==> src/rtl/ctrl_pkg.sv <==
// ctrl_pkg: shared state encodings, opcodes, ALU codes and mux selects for the multicycle controller
package ctrl_pkg;

    typedef enum logic [3:0] {
        FETCH    = 4'd0,
        DECODE   = 4'd1,
        EXEC_R   = 4'd2,
        EXEC_I   = 4'd3,
        MEM_ADDR = 4'd4,
        MEM_RD   = 4'd5,
        MEM_WR   = 4'd6,
        WB_ALU   = 4'd7,
        WB_MEM   = 4'd8,
        BRANCH   = 4'd9,
        JAL      = 4'd10,
        TRAP     = 4'd11
    } state_t;

    localparam logic [6:0] OP_R      = 7'b0110011;
    localparam logic [6:0] OP_I      = 7'b0010011;
    localparam logic [6:0] OP_LOAD   = 7'b0000011;
    localparam logic [6:0] OP_STORE  = 7'b0100011;
    localparam logic [6:0] OP_BRANCH = 7'b1100011;
    localparam logic [6:0] OP_JAL    = 7'b1101111;

    localparam logic [3:0] ALU_ADD = 4'b0000;
    localparam logic [3:0] ALU_SUB = 4'b1000;

    localparam logic [1:0] SRCA_PC    = 2'd0;
    localparam logic [1:0] SRCA_RS1   = 2'd1;
    localparam logic [1:0] SRCA_OLDPC = 2'd2;
    localparam logic [1:0] SRCB_RS2   = 2'd0;
    localparam logic [1:0] SRCB_IMM   = 2'd1;
    localparam logic [1:0] SRCB_FOUR  = 2'd2;
    localparam logic [1:0] RES_ALUOUT = 2'd0;
    localparam logic [1:0] RES_MEM    = 2'd1;
    localparam logic [1:0] RES_ALU    = 2'd2;

    localparam logic PC_ALU    = 1'b0;
    localparam logic PC_ALUOUT = 1'b1;

endpackage

==> src/rtl/wait_timer.sv <==
// wait_timer: 8-bit memory-wait counter; expired when the count reaches the limit
module wait_timer (
    input  logic       clk_i,
    input  logic       rst_ni,
    input  logic       clear_i,
    input  logic       enable_i,
    input  logic [7:0] limit_i,
    output logic       expired_o
);

    logic [7:0] cnt_q, cnt_d;

    always_comb cnt_d = clear_i ? 8'd0 : (enable_i ? cnt_q + 8'd1 : cnt_q);

    always_ff @(posedge clk_i or negedge rst_ni) begin
        if (!rst_ni) cnt_q <= 8'd0;
        else         cnt_q <= cnt_d;
    end

    assign expired_o = (cnt_q == limit_i);

endmodule

==> src/rtl/ctrl_multiciclo.sv <==
// ctrl_multiciclo: multicycle RISC-V control FSM with memory-wait timeout trap
module ctrl_multiciclo
    import ctrl_pkg::*;
#(
    parameter int unsigned MEM_TIMEOUT = 15
) (
    input  logic       clk_i,
    input  logic       rst_ni,
    input  logic [6:0] opcode_i,
    input  logic [2:0] funct3_i,
    input  logic       funct7b5_i,
    input  logic       zero_i,
    input  logic       imem_ready_i,
    input  logic       dmem_ready_i,
    output logic       pc_we_o,
    output logic       ir_we_o,
    output logic       rf_we_o,
    output logic       imem_req_o,
    output logic       dmem_rd_o,
    output logic       dmem_wr_o,
    output logic [1:0] alusrc_a_o,
    output logic [1:0] alusrc_b_o,
    output logic [3:0] aluop_o,
    output logic       pcsrc_o,
    output logic [1:0] resultsrc_o,
    output logic [3:0] state_o,
    output logic       retired_o,
    output logic       trap_o
);

    state_t state_q, state_d;
    logic   pc_we, ir_we, rf_we, imem_req, dmem_rd, dmem_wr, retired;
    logic   rdy, waiting, expired;

    assign rdy     = (state_q == FETCH) ? imem_ready_i : dmem_ready_i;
    assign waiting = (state_q == FETCH) || (state_q == MEM_RD) || (state_q == MEM_WR);

    // Counter runs only while stalled on memory; any other cycle restarts it
    wait_timer u_timer (
        .clk_i     (clk_i),
        .rst_ni    (rst_ni),
        .clear_i   (!(waiting && !rdy)),
        .enable_i  (waiting && !rdy),
        .limit_i   (8'(MEM_TIMEOUT)),
        .expired_o (expired)
    );

    always_comb begin
        state_d     = state_q;
        pc_we       = 1'b0;
        ir_we       = 1'b0;
        rf_we       = 1'b0;
        imem_req    = 1'b0;
        dmem_rd     = 1'b0;
        dmem_wr     = 1'b0;
        retired     = 1'b0;
        alusrc_a_o  = SRCA_PC;
        alusrc_b_o  = SRCB_RS2;
        aluop_o     = ALU_ADD;
        pcsrc_o     = PC_ALU;
        resultsrc_o = RES_ALUOUT;
        case (state_q)
            FETCH: begin
                imem_req   = 1'b1;
                alusrc_b_o = SRCB_FOUR;
                ir_we      = imem_ready_i;
                pc_we      = imem_ready_i;
                state_d    = imem_ready_i ? DECODE : (expired ? TRAP : FETCH);
            end
            DECODE: begin
                alusrc_a_o = SRCA_OLDPC;
                alusrc_b_o = SRCB_IMM;
                state_d    = (opcode_i == OP_R)                              ? EXEC_R   :
                             (opcode_i == OP_I)                              ? EXEC_I   :
                             (opcode_i == OP_LOAD || opcode_i == OP_STORE)   ? MEM_ADDR :
                             (opcode_i == OP_BRANCH)                         ? BRANCH   :
                             (opcode_i == OP_JAL)                            ? JAL      : TRAP;
            end
            EXEC_R: begin
                alusrc_a_o = SRCA_RS1;
                aluop_o    = {funct7b5_i, funct3_i};
                state_d    = WB_ALU;
            end
            EXEC_I: begin
                alusrc_a_o = SRCA_RS1;
                alusrc_b_o = SRCB_IMM;
                aluop_o    = {(funct3_i == 3'b101) & funct7b5_i, funct3_i};
                state_d    = WB_ALU;
            end
            MEM_ADDR: begin
                alusrc_a_o = SRCA_RS1;
                alusrc_b_o = SRCB_IMM;
                state_d    = (opcode_i == OP_LOAD) ? MEM_RD : (opcode_i == OP_STORE) ? MEM_WR : TRAP;
            end
            MEM_RD: begin
                dmem_rd = 1'b1;
                state_d = dmem_ready_i ? WB_MEM : (expired ? TRAP : MEM_RD);
            end
            MEM_WR: begin
                dmem_wr = 1'b1;
                retired = dmem_ready_i;
                state_d = dmem_ready_i ? FETCH : (expired ? TRAP : MEM_WR);
            end
            WB_ALU: begin
                rf_we   = 1'b1;
                retired = 1'b1;
                state_d = FETCH;
            end
            WB_MEM: begin
                rf_we       = 1'b1;
                resultsrc_o = RES_MEM;
                retired     = 1'b1;
                state_d     = FETCH;
            end
            BRANCH: begin
                alusrc_a_o = SRCA_RS1;
                aluop_o    = ALU_SUB;
                pcsrc_o    = PC_ALUOUT;
                // funct3[0] selects bne, which inverts the zero test
                pc_we      = (funct3_i[2:1] == 2'b00) && (zero_i ^ funct3_i[0]);
                retired    = (funct3_i[2:1] == 2'b00);
                state_d    = (funct3_i[2:1] == 2'b00) ? FETCH : TRAP;
            end
            JAL: begin
                rf_we   = 1'b1;
                pc_we   = 1'b1;
                pcsrc_o = PC_ALUOUT;
                retired = 1'b1;
                state_d = FETCH;
            end
            default: state_d = TRAP;
        endcase
    end

    always_ff @(posedge clk_i or negedge rst_ni) begin
        if (!rst_ni) state_q <= FETCH;
        else         state_q <= state_d;
    end

    // Strobes are gated by reset so an in-flight access aborts without waiting for a clock
    assign pc_we_o    = pc_we & rst_ni;
    assign ir_we_o    = ir_we & rst_ni;
    assign rf_we_o    = rf_we & rst_ni;
    assign imem_req_o = imem_req & rst_ni;
    assign dmem_rd_o  = dmem_rd & rst_ni;
    assign dmem_wr_o  = dmem_wr & rst_ni;
    assign retired_o  = retired & rst_ni;
    assign trap_o     = (state_q == TRAP);
    assign state_o    = state_q;

endmodule
==> config.mk <==
export PLATFORM = sky130hd
export DESIGN_NAME = ctrl_multiciclo
export DESIGN_NICKNAME = d
export VERILOG_FILES = /design/src/rtl/ctrl_pkg.sv /design/src/rtl/wait_timer.sv /design/src/rtl/ctrl_multiciclo.sv
export SDC_FILE = /design/constraint.sdc
export NUM_CORES = 1
export LEC_CHECK = 0
export BUFFER_PORTS_ARGS = -buffer_cell sky130_fd_sc_hd__buf_2
export CAP_MARGIN = 40
export CORE_MARGIN = 3
export CORE_UTILIZATION = 40
export CTS_CLUSTER_SIZE = 14
export DETAILED_ROUTE_END_ITERATION = 12
export PLACE_DENSITY = 0.71
export REMOVE_ABC_BUFFERS = 1
export SETUP_SLACK_MARGIN = 0.1
export SLEW_MARGIN = 0
export SYNTH_ARGS = -nofsm -noshare
export SYNTH_HDL_FRONTEND = slang
export SYNTH_SLANG_ARGS = --single-unit
export TNS_END_PERCENT = 100
==> constraint.sdc <==
create_clock -name clk_i -period 2.5 [get_ports clk_i]
set_input_delay 0.25 -clock clk_i [delete_from_list [all_inputs] [get_ports clk_i]]
set_output_delay 0.25 -clock clk_i [all_outputs]
set_load 0.005 [all_outputs]
======== Word-level counts from Yosys, hierarchy flattened ========
Cells that the tools add are included.
storage, ports and cells
  register bits after elaboration ......... 12
  latch bits .............................. 0
  bits in writable memories ............... 0
  ROM bits ................................ 0
  input port bits ......................... 16
  word-level logic and storage cells ...... 73
  memories ................................ 0
operators by class
  add/subtract/negate cells ............... 1
  multiply operators ...................... 0
  divide/modulo/power cells ............... 0
  $lt $le $gt $ge ......................... 0
  equal/unequal tests ..................... 19
  shifts and indexed selects .............. 0
  mux-type cells .......................... 29
  bitwise gates (word level) .............. 9
  reduce and logical (&&, ||, !) cells .... 13
operators with widths
  kind                   number
  $mux W4                12
  $pmux W4 S8            1
  $eq A4 B3 Y1 const B   4
  $eq A4 B4 Y1 const B   4
  $eq A7 B6 Y1 const B   2
  $eq A7 B7 Y1 const B   2
  $pmux W4 S3            1
  $mux W1                9
  $add A8 B1 Y8 const B  1
  $and A1 B1 Y1          8
  $eq A4 B2 Y1 const B   2
  $eq A8 B4 Y1 const B   1
  $mux W8                1
  $pmux W2 S2            2
  $eq A7 B2 Y1 const B   1
  $eq A7 B5 Y1 const B   1
  $pmux W1 S3            2
  $reduce_or A3 Y1       2
  $eq A4 B1 Y1 const B   1
  $logic_not A4 Y1       1
  $reduce_or A2 Y1       2
  $reduce_or A4 Y1       1
  $eq A3 B3 Y1 const B   1
  $logic_or A1 B1 Y1     3
  other kinds (5)        6

======== Logic depth before layout (Yosys ltp) ========
Gate-level depths: netlist of the first run.
  depth after elaboration ................. 7
  gate-level depth with buffers ........... 6

======== By module ========
Synthesis of the first run repeated with hierarchy kept, for this count alone.
second synthesis, totals
  cell total of the unflattened synthesis .. 160
  area, all modules ....................... 1206.2 um2
modules (own cells, without submodules)
  module           instances  cells each  area each (um2)  sequential area each (um2)
  ctrl_multiciclo  1          113         740.7            100.1
  wait_timer       1          47          465.4            200.2

======== Worst setup path before layout of the first run ========
No wires, ideal clock.
  path kind ............................... register to output
  start ................................... register state_q[1], in the netlist state_o[1]
  end ..................................... output port pc_we_o
  arrival ................................. 1.254 ns
  required time ........................... 2.250 ns
  path slack .............................. 0.996 ns
  stages on the path, launching flop included .. 6
  path through ............................ dfrtp_1 -> buf_4 -> nand2b_1 -> nor4_1 -> a2bb2oi_1 -> nor3b_1
on the way
  word-level cells in the longest chain between the ends .. 3
  elaborated cells on any way between the ends .. 5
  those cells by class .................... eq/ne: 2; mux: 1; bitwise: 1; reduce/logical: 1
ends and longest elaborated chain
  item                                                     line                    text
  start, declared                                          ctrl_multiciclo.sv:31   state_t state_q, state_d;
  start signal, assigned                                   ctrl_multiciclo.sv:137  else state_q <= state_d;
  $eq A4 B4 Y1 / $logic_not A4 Y1 (equally long branches)  ctrl_multiciclo.sv:62   case (state_q)
  $pmux W1 S3 *                                            ctrl_multiciclo.sv:62
  $and A1 B1 Y1 *                                          ctrl_multiciclo.sv:141  assign pc_we_o = pc_we & rst_ni;
  end, declared                                            ctrl_multiciclo.sv:15   output logic pc_we_o,
Mark *: on every way between the ends. The rest lies on a longest branch, timed or not.

======== Worst setup path after layout of the first run ========
  start ................................... register state_q[0], in the netlist state_o[0]
  end ..................................... output port pc_we_o
The elaborated chain is that of the path after synthesis.

==> summary.md, run 1 <==
| Metric | Value |
|---|---|
| Status | `finished clean` |
| DRC | `0` |
| Max Cap Violations | `0` |
| Post-synth top area cell | `dfrtp_1` |
| Initial detailed-routing violation count | `29` |
| Synth async-reset ratio | `100%` |
| Root Buffer | `clkbuf_4` |
| Pins over their slew limit | `0` |
| Unrepaired setup endpoints after global routing | `false` |
| Clock Path Buffers | `2` |
| Register area share after synthesis | `29.1%` |
| Drt pass-1 iters | `4` |
| Max incr delay on CP | `0.77 ns` |
| Leak | `0.000593 uW` |
| Die Wd | `56.8 um` |
| Number of top-level pins | `39` |
| Critical path endpoint category | `output port` |
| Ant diodes | `0` |
| Crit path kind | `reg2out` |
| Layout cells sized above 1 | `27.6%` |
| Number of buffers created by CTS | `3` |
| Leading post-synthesis cells by cell area | `dfrtp_1 29%, nor2_1 6.5%, nand2b_1 4.2%, nor2b_1 4.2%, xnor2_1 4.2%` |
| CP startpoint kind | `register` |
| Gr ovfl total | `0` |
| VDD IR max | `0.521 mV` |
| Initial Utilization | `44.5%` |
| Max Freq | `0.469 GHz` |
| Min Tclk post-route | `2.13 ns` |
| Yosys top cell area share | `29.1%` |
| Synthesized area | `1030 sq um` |
| Critical Path AT | `1.88 ns` |
| Vias | `1084` |
| IO buf count | `37` |
| HPWL Detailed | `1.93 mm` |
| Fin. Hold Viols | `0` |
| Total GRT Usage | `16.2%` |
| Post-synth EDFFs | `0` |
| Critical path cell sequence | `nand2b_1 -> nor4_1 -> a2bb2oi_1 -> nor3b_1 -> buf_2` |
| Via-to-Cell Ratio | `5.68` |
| First-pass GRT wire length | `4.17 mm` |
| Total power per unit cell area | `922 nW/um^2` |
| Synth unique cells | `39` |
| Req. time, crit path | `2.25 ns` |
| # resized after CTS | `0` |
| Total core area | `2320 sq um` |
| Chip Height | `56.8 um` |
| Pwr Total | `1160 uW` |
| WL per Instance | `13.5 um` |
| Final GP Congestion | `0.814` |
| Worst slew pin tran | `0.668 ns` |
| Row count | `17` |
| Syn Area/Cell | `8.00 sq um` |
| Fin Setup TNS | `0 ns` |
| Setup violators final | `0` |
| Cell with the most instances after synthesis | `nor2_1` |
| Routed wire length | `2.57 mm` |
| Synth-to-Final Area Change | `21.6%` |
| Crit Path Max Fanout | `20` |
| #FFs+latches synth | `12` |
| Largest net degree at the start of global routing | `22` |
| Clk slew on worst S/H paths | `0.09 ns` |
| # H-tree levels | `1` |
| CTS Sinks | `12` |
| Fillers | `228` |
| Fin nets | `181` |
| Clock Skew | `0.0102 ns` |
| Syn Inst Count | `129` |
| Die area | `3230 sq um` |
| Top cells by count, synth | `18 x nor2_1, 12 x dfrtp_1, 8 x nand2_1` |
| Vias in the first global route | `949` |
| Period utilization | `85.4%` |
| Clk_lat worst skew | `0.29 ns` |
| Ys flop type | `dfrtp_1` |
| Detail Route Antenna Nets | `0` |
| Antenna violations before repair | `0` |
| Slew margin rel. | `55.5%` |
| CTS tree | `built` |
| Synth warn | `0` |
| Slowest-stage cell, CP | `dfrtp_1` |
| Worst hold path class | `in2reg` |
## area by class of cell
cell class	instances	area [sq um]	area share (%)
multi-input cells	107	681	54.2
flip-flops and latches	12	300	23.9
repair buffers	38	195	15.6
clock buffers	4	36.3	2.89
well taps	28	35.0	2.79
inverters	2	7.51	0.598
## per-stage QoR
stage	hold slack, ns	worst slack, ns	std cells	cell area (sq um)	util, %
final	0.282	0.366	191	1250	54.1
after global routing	0.307	0.156	191	1250	54.1
after CTS	0.275	0.336	191	1250	54.1
after detailed placement	0.182	0.643	186	1210	52.1
after global placement	0.177	0.717	186	1210	52.1
after floorplan	-0.0456	0.922	121	988	-
## cell usage in the layout, fill, tap and decap left out, drive strengths merged, types with 2 or more instances in the layout
master  instances
nor2b           7
inv             2
clkbuf          4
xnor2           5
nor3b           3
and2            3
nor3            6
o31ai           2
a21oi           6
mux2i           2
a221o           2
nand3b          2
o21ai           5
xor2            3
a21o            3
nand3           2
nor2           18
or4             3
nor4            3
and3            6
nand2           8
buf            37
nand4           2
dfrtp          12
nand2b          7
## final timing paths
kind / start / end / slack [ns] / cells after the start
max: state_o[0]$_DFF_PN0_ / pc_we_o / 0.37 / 5
min: opcode_i[4] / state_o[1]$_DFF_PN0_ / 0.28 / 3
max reg2reg: state_o[0]$_DFF_PN0_ / u_timer.cnt_q[7]$_DFF_PN0_ / 0.72 / 4
min reg2reg: u_timer.cnt_q[0]$_DFF_PN0_ / u_timer.cnt_q[0]$_DFF_PN0_ / 0.46 / 1
max in group asynchronous: rst_ni / u_timer.cnt_q[0]$_DFF_PN0_ / 1.82 / 2
min in group asynchronous: rst_ni / state_o[2]$_DFF_PN0_ / 0.40 / 2
## power breakdown
group	leakage, uW	total (uW)	internal [uW]	switching, uW
combinational	0.000413	594	304	290
clock	0.0000210	161	88.7	72.8
sequential	0.000159	402	229	172
total	0.000593	1160	622	535
## sequential cells by signal, summed over array words and instances (netlist names)
signal	cells
state_o	4
u_timer.cnt_q	8
## cell families after synthesis
family / Yosys count / share of synthesized area [%]
other cells: 1 / 0.363
buf+inv: 10 / 4.97
xor+xnor: 8 / 6.79
flops: 12 / 29.1
fa+ha+maj: 1 / 1.21
compound gates: 24 / 16.4
simple gates: 71 / 39.3
mux: 2 / 1.94
## worst max-delay path, delay by kind of cell, from the launching register on
family / cells / cell delay, ns
AO/OA/AOI/OAI: 1 / 0.10
buffers and inverters: 1 / 0.14
flip-flops: 1 / 0.77
AND/OR/NAND/NOR: 3 / 0.59
## per-layer routing
metal  GRT usage, %  vias up  wire [um]
met4           7.95        0         61
met3           2.76        8        209
met1           21.6      491       1100
li1               -      528          -
met2           24.9       57       1200
met5              0        -          0
## what timing repair did
| item | in CTS | in global routing |
|---|---|---|
| buffers inserted | 0 | 0 |
| endpoints found under the hold margin | 12 | 0 |
| hold buffers | 1 | 0 |
No activity file was read; power rests on OpenSTA's default activity.
==> run 2: changes to the inputs <==
- CORE_ASPECT_RATIO: unset -> 0.9
==> run 2 against run 1 <==
- critical path type unchanged
- cell area barely moved
- die area about the same
- combinational power rose by 3%
- critical endpoint unchanged
- critical path depth did not move
==> summary.md, run 2 (same netlist as run 1, synthesis figures left out) <==
| Metric | Value |
|---|---|
| First-pass GRT wire length | `4.82 mm` |
| Worst Path Buf+Inv | `1` |
| Number of buffers created by CTS | `3` |
| IO buf count | `37` |
| R2r worst-path depth | `4` |
| Critical Path AT | `1.89 ns` |
| Clock Skew | `0.00154 ns` |
| Clock Path Buffers | `2` |
| Unrepaired setup endpoints after global routing | `false` |
| Clk slew on worst S/H paths | `0.08 ns` |
| Total power per unit cell area | `934 nW/um^2` |
| Multi-input logic area | `681 sq um` |
| Ant diodes | `0` |
| Critical path endpoint category | `output port` |
| Row count | `16` |
| Req. time, crit path | `2.25 ns` |
| # resized after CTS | `0` |
| Crit Path Max Fanout | `20` |
| CP startpoint kind | `register` |
| Most common cell after layout, fill and taps aside | `buf_2` |
| Reg2reg setup slack | `0.69 ns` |
| Max reg flops | `8` |
| Antenna violations before repair | `0` |
| Crit path kind | `reg2out` |
| Layout cells sized above 1 | `27.6%` |
| Synth-to-Final Area Change | `21.5%` |
| Pins over their slew limit | `0` |
| Vias | `1105` |
| Die area | `3230 sq um` |
| Slew margin rel. | `55.4%` |
| Clk_lat worst skew | `0.27 ns` |
| Fin. Hold Viols | `0` |
| Fin Setup TNS | `0 ns` |
| Worst reg2reg path endpoint | `u_timer.cnt_q[7]$_DFF_PN0_` |
| Vias in the first global route | `1048` |
| Gr ovfl total | `0` |
| CTS tree | `built` |
| Top delay family on crit path | `flip-flops` |
| Worst path depth | `5` |
| Max Cap Violations | `0` |
| Total core area | `2300 sq um` |
| DRC | `0` |
| Commonest non-fill, non-tap cells in the layout | `37 x buf_2, 18 x nor2_1, 12 x dfrtp_1` |
| Critical R2R Launch | `state_o[1]$_DFF_PN0_` |
| Critical path capture point | `pc_we_o` |
| Fillers | `213` |
| WL per Instance | `15.3 um` |
| Period utilization | `85.5%` |
| Total GRT Usage | `19.3%` |
| Origin of the worst setup path | `state_o[0]$_DFF_PN0_` |
| Final GP Congestion | `0.863` |
| Initial Utilization | `44.8%` |
| Leak | `0.000593 uW` |
| Slowest-stage cell, CP | `dfrtp_1` |
| # H-tree levels | `1` |
| Biggest register | `u_timer.cnt_q` |
| Largest net degree at the start of global routing | `22` |
| Status | `finished clean` |
| Via-to-Cell Ratio | `5.82` |
| CTS Sinks | `12` |
| Number of top-level pins | `39` |
| Hold_sp | `opcode_i[4]` |
| Initial detailed-routing violation count | `53` |
| Worst slew pin tran | `0.669 ns` |
| Setup violators final | `0` |
| Root Buffer | `clkbuf_4` |
| Fin nets | `181` |
| Detail Route Antenna Nets | `0` |
| Min Tclk post-route | `2.14 ns` |
| Chip Height | `54.2 um` |
| Max Freq | `0.468 GHz` |
| Max incr delay on CP | `0.75 ns` |
| Reg area | `300 sq um` |
| Final Util | `54.5%` |
| HPWL Detailed | `2.22 mm` |
| Drt pass-1 iters | `4` |
| Die Wd | `59.5 um` |
| Critical path cell sequence | `nand2b_1 -> nor4_1 -> a2bb2oi_1 -> nor3b_1 -> buf_2` |
| Worst hold path class | `in2reg` |
| VDD IR max | `0.564 mV` |
| Routed wire length | `2.90 mm` |
## run 2: cell counts in the layout (fill, tap and decap cells not counted)
No cell type changed its count.
## run 2: area by class of cell
class	count	area share, %
Sequential cell	12	24.0
Timing Repair Buffer	38	15.6
Inverter	2	0.599
Tap cell	27	2.69
Multi-Input combinational cell	107	54.3
Clock buffer	4	2.89
## run 2: tightest hold or removal path: stages
cell and delay [ns]:
buf_2 0.10, o31ai_1 0.08, o2111ai_1 0.10
## run 2: what timing repair did
action | 4_1_cts | 5_1_grt
setup buffers | 0 | 0
hold buffers | 1 | 0
hold endpoints to repair | 12 | 0
## run 2: how the worst min path moves through the flow
| stage | endpoint | slack (ns) | cells after the start |
|---|---|---|---|
| detailed placement | u_timer.cnt_q[6]$_DFF_PN0_ | 0.18 | 1 |
| finish | state_o[1]$_DFF_PN0_ | 0.29 | 3 |
| floorplan | state_o[0]$_DFF_PN0_ | -0.05 | 0 |
| CTS | state_o[1]$_DFF_PN0_ | 0.29 | 3 |
| global route | state_o[1]$_DFF_PN0_ | 0.29 | 3 |
| global placement | state_o[1]$_DFF_PN0_ | 0.18 | 1 |
## run 2: power by group
| part | switching, uW | internal [uW] | leakage, uW |
|---|---|---|---|
| clock network | 67.6 | 88.4 | 0.0000210 |
| registers | 175 | 229 | 0.000159 |
| logic | 305 | 305 | 0.000413 |
## run 2: metal layers
metal | vias up | GRT usage [%] | wire length (um) | part of all wire (%)
met4 | 0 | 5.54 | 20 | 0.69
met1 | 530 | 24.8 | 1290 | 44
met2 | 43 | 34.2 | 1420 | 49
li1 | 530 | - | - | -
met5 | - | 0 | 0 | 0
met3 | 2 | 2.16 | 173 | 6.0
## run 2: through the flow
stage / hold slack [ns] / cells / instance area, sq um / setup slack (ns) / power (uW)
2_1_floorplan: -0.0456 / 121 / 988 / 0.922 / 746
3_5_place_dp: 0.183 / 185 / 1210 / 0.654 / 1010
3_3_place_gp: 0.175 / 185 / 1210 / 0.740 / 980
6_report: 0.295 / 190 / 1250 / 0.363 / 1170
4_1_cts: 0.291 / 190 / 1250 / 0.372 / 1160
5_1_grt: 0.294 / 190 / 1250 / 0.149 / 1260
==> run 3: changes to the inputs <==
- CORE_MARGIN: 3 -> 2
- CTS_CLUSTER_DIAMETER: unset -> 120
- RECOVER_POWER: unset -> 50
==> run 3 against run 2 <==
- first-iteration DRC count down 57%
- sequential share of layout area grew 0.36 points
- combinational power down 3.4%
- clock skew up 0.015 ns
- global-route usage is 1.2 points lower
- fmax is 2.0% higher
- cell count up 0.53%
- count of clock-buffer cells in the layout unchanged
- total power fell by 2.9%
- register-to-register slack got worse by 0.09 ns
- clock power is 4% higher
==> summary.md, run 3 (same netlist as run 1, synthesis figures left out) <==
| Metric | Value |
|---|---|
| Crit path kind | `reg2out` |
| Final GP Congestion | `0.794` |
| Grt peak-use layer | `met2` |
| CTS tree | `built` |
| GR Util met2 | `28.2%` |
| Largest net degree at the start of global routing | `22` |
| Drt pass-1 iters | `4` |
| Worst reg2reg path endpoint | `state_o[3]$_DFF_PN0_` |
| VDD IR max | `0.572 mV` |
| Clock Skew | `0.0166 ns` |
| Initial Utilization | `42.2%` |
| Ant diodes | `0` |
| Post-route setup slack | `0.404 ns` |
| Commonest non-fill, non-tap cells in the layout | `32 x buf_2, 18 x nor2_1, 12 x dfrtp_1` |
| Critical R2R Launch | `state_o[1]$_DFF_PN0_` |
| Max incr delay on CP | `0.72 ns` |
| GRT met1 Usage | `25.0%` |
| Hold_sp | `opcode_i[4]` |
| Fin Setup TNS | `0 ns` |
| Worst Path Buf+Inv | `1` |
| # H-tree levels | `1` |
| Chip Height | `52.2 um` |
| Via-to-Cell Ratio | `5.64` |
| Clock Path Buffers | `2` |
| # resized after CTS | `0` |
| Detail Route Antenna Nets | `0` |
| Pins over their slew limit | `0` |
| Total power per unit cell area | `920 nW/um^2` |
| R2r worst-path depth | `4` |
| Layout cells sized above 1 | `24.5%` |
| Die Wd | `57.5 um` |
| First-pass GRT wire length | `4.29 mm` |
| Worst slew pin tran | `0.880 ns` |
| CTS Sinks | `12` |
| Grt met3 use | `5.19%` |
| Top delay family on crit path | `flip-flops` |
| Leak | `0.000577 uW` |
| Clk_lat worst skew | `0.28 ns` |
| Critical path endpoint category | `output port` |
| Max reg flops | `8` |
| Slew margin rel. | `41.4%` |
| Worst slack at placement | `0.688 ns` |
| Unrepaired setup endpoints after global routing | `false` |
| Total core area | `2450 sq um` |
| Period utilization | `83.8%` |
| Vias | `1078` |
| Antenna violations before repair | `0` |
| Root Buffer | `clkbuf_4` |
| Routed wire length | `2.60 mm` |
| Number of top-level pins | `39` |
| Biggest register | `u_timer.cnt_q` |
| Max Freq | `0.477 GHz` |
| Cts hold-fix bufs | `1` |
| Slowest-stage cell, CP | `dfrtp_1` |
| Critical Path AT | `1.85 ns` |
| Fin. Hold Viols | `0` |
| Clk slew on worst S/H paths | `0.10 ns` |
| Die area | `3000 sq um` |
| Fin nets | `181` |
| Row count | `17` |
| Initial detailed-routing violation count | `23` |
| Fillers | `228` |
| Critical path cell sequence | `nand2b_1 -> nor4_1 -> a2bb2oi_1 -> nor3b_1 -> buf_2` |
| Hold endpoint | `state_o[1]$_DFF_PN0_` |
| Min Tclk post-route | `2.10 ns` |
| Req. time, crit path | `2.25 ns` |
| Most common cell after layout, fill and taps aside | `buf_2` |
| Setup Buffers After CTS | `0` |
| Crit Path Max Fanout | `20` |
| Max Cap Violations | `0` |
| IO buf count | `37` |
| Vias in the first global route | `971` |
| Worst hold path class | `in2reg` |
| Status | `finished clean` |
| WHS Path Cells | `3` |
| Synth-to-Final Area Change | `19.6%` |
| Gr ovfl total | `0` |
| HPWL Detailed | `1.91 mm` |
| WL per Instance | `13.6 um` |
| Number of buffers created by CTS | `3` |
| Setup violators final | `0` |
| Total GRT Usage | `18.2%` |
| CP startpoint kind | `register` |
| DRC | `0` |
| Reg2reg setup slack | `0.60 ns` |
==> run 3: cell count changes in the layout (fill, tap and decap cells not counted) <==
| cell | before | now |
|---|---|---|
| buf_2 | 37 | 32 |
| clkbuf_1 | 0 | 4 |
| clkbuf_2 | 0 | 1 |
| nor4_1 | 1 | 2 |
| nor4_4 | 1 | 0 |
==> run 3: power breakdown <==
part | switching (uW) | internal [uW] | total [uW] | leakage (uW)
clock network | 73.5 | 88.6 | 162 | 0.0000210
registers | 155 | 230 | 385 | 0.000159
logic | 295 | 294 | 589 | 0.000397
==> run 3: area by class of cell <==
type / instances / area [sq um] / area share [%]
timing repair buffer: 38 / 190 / 15.4
multi-input combinational: 107 / 666 / 53.9
clock buffer: 4 / 36.3 / 2.94
tap: 28 / 35.0 / 2.84
sequential: 12 / 300 / 24.3
inverter: 2 / 7.51 / 0.608
==> run 3: worst max path at each step <==
| stage | from | endpoint | slack, ns | depth (start not counted) |
|---|---|---|---|---|
| 2_1_floorplan | state_o[1]$_DFF_PN0_ | pc_we_o | 0.92 | 4 |
| 3_3_place_gp | state_o[0]$_DFF_PN0_ | pc_we_o | 0.73 | 5 |
| 3_5_place_dp | state_o[0]$_DFF_PN0_ | pc_we_o | 0.69 | 5 |
| 4_1_cts | state_o[0]$_DFF_PN0_ | pc_we_o | 0.37 | 5 |
| 5_1_grt | state_o[0]$_DFF_PN0_ | pc_we_o | 0.20 | 5 |
| 6_report | state_o[0]$_DFF_PN0_ | pc_we_o | 0.40 | 5 |
==> run 3: metrics by stage <==
stage / instance area (sq um) / hold slack (ns) / total power (uW) / util [%] / instances
after global routing: 1230 / 0.328 / 1240 / 50.5 / 191
after global placement: 1210 / 0.181 / 983 / 49.4 / 186
after CTS: 1250 / 0.293 / 1160 / 51.3 / 191
final: 1230 / 0.292 / 1140 / 50.5 / 191
after detailed placement: 1210 / 0.184 / 988 / 49.4 / 186
after floorplan: 988 / -0.0456 / 746 / - / 121
==> run 3: routing by layer <==
layer,wire (um),up-vias
met4,44,0
met1,1200,489
met5,0,-
li1,-,528
met2,1120,55
met3,233,6
==> run 3: worst min-delay path, delay by kind of cell <==
kind | cells | cell delay [ns]
buffers and inverters | 1 | 0.10
AOI/OAI and AO/OA | 2 | 0.18
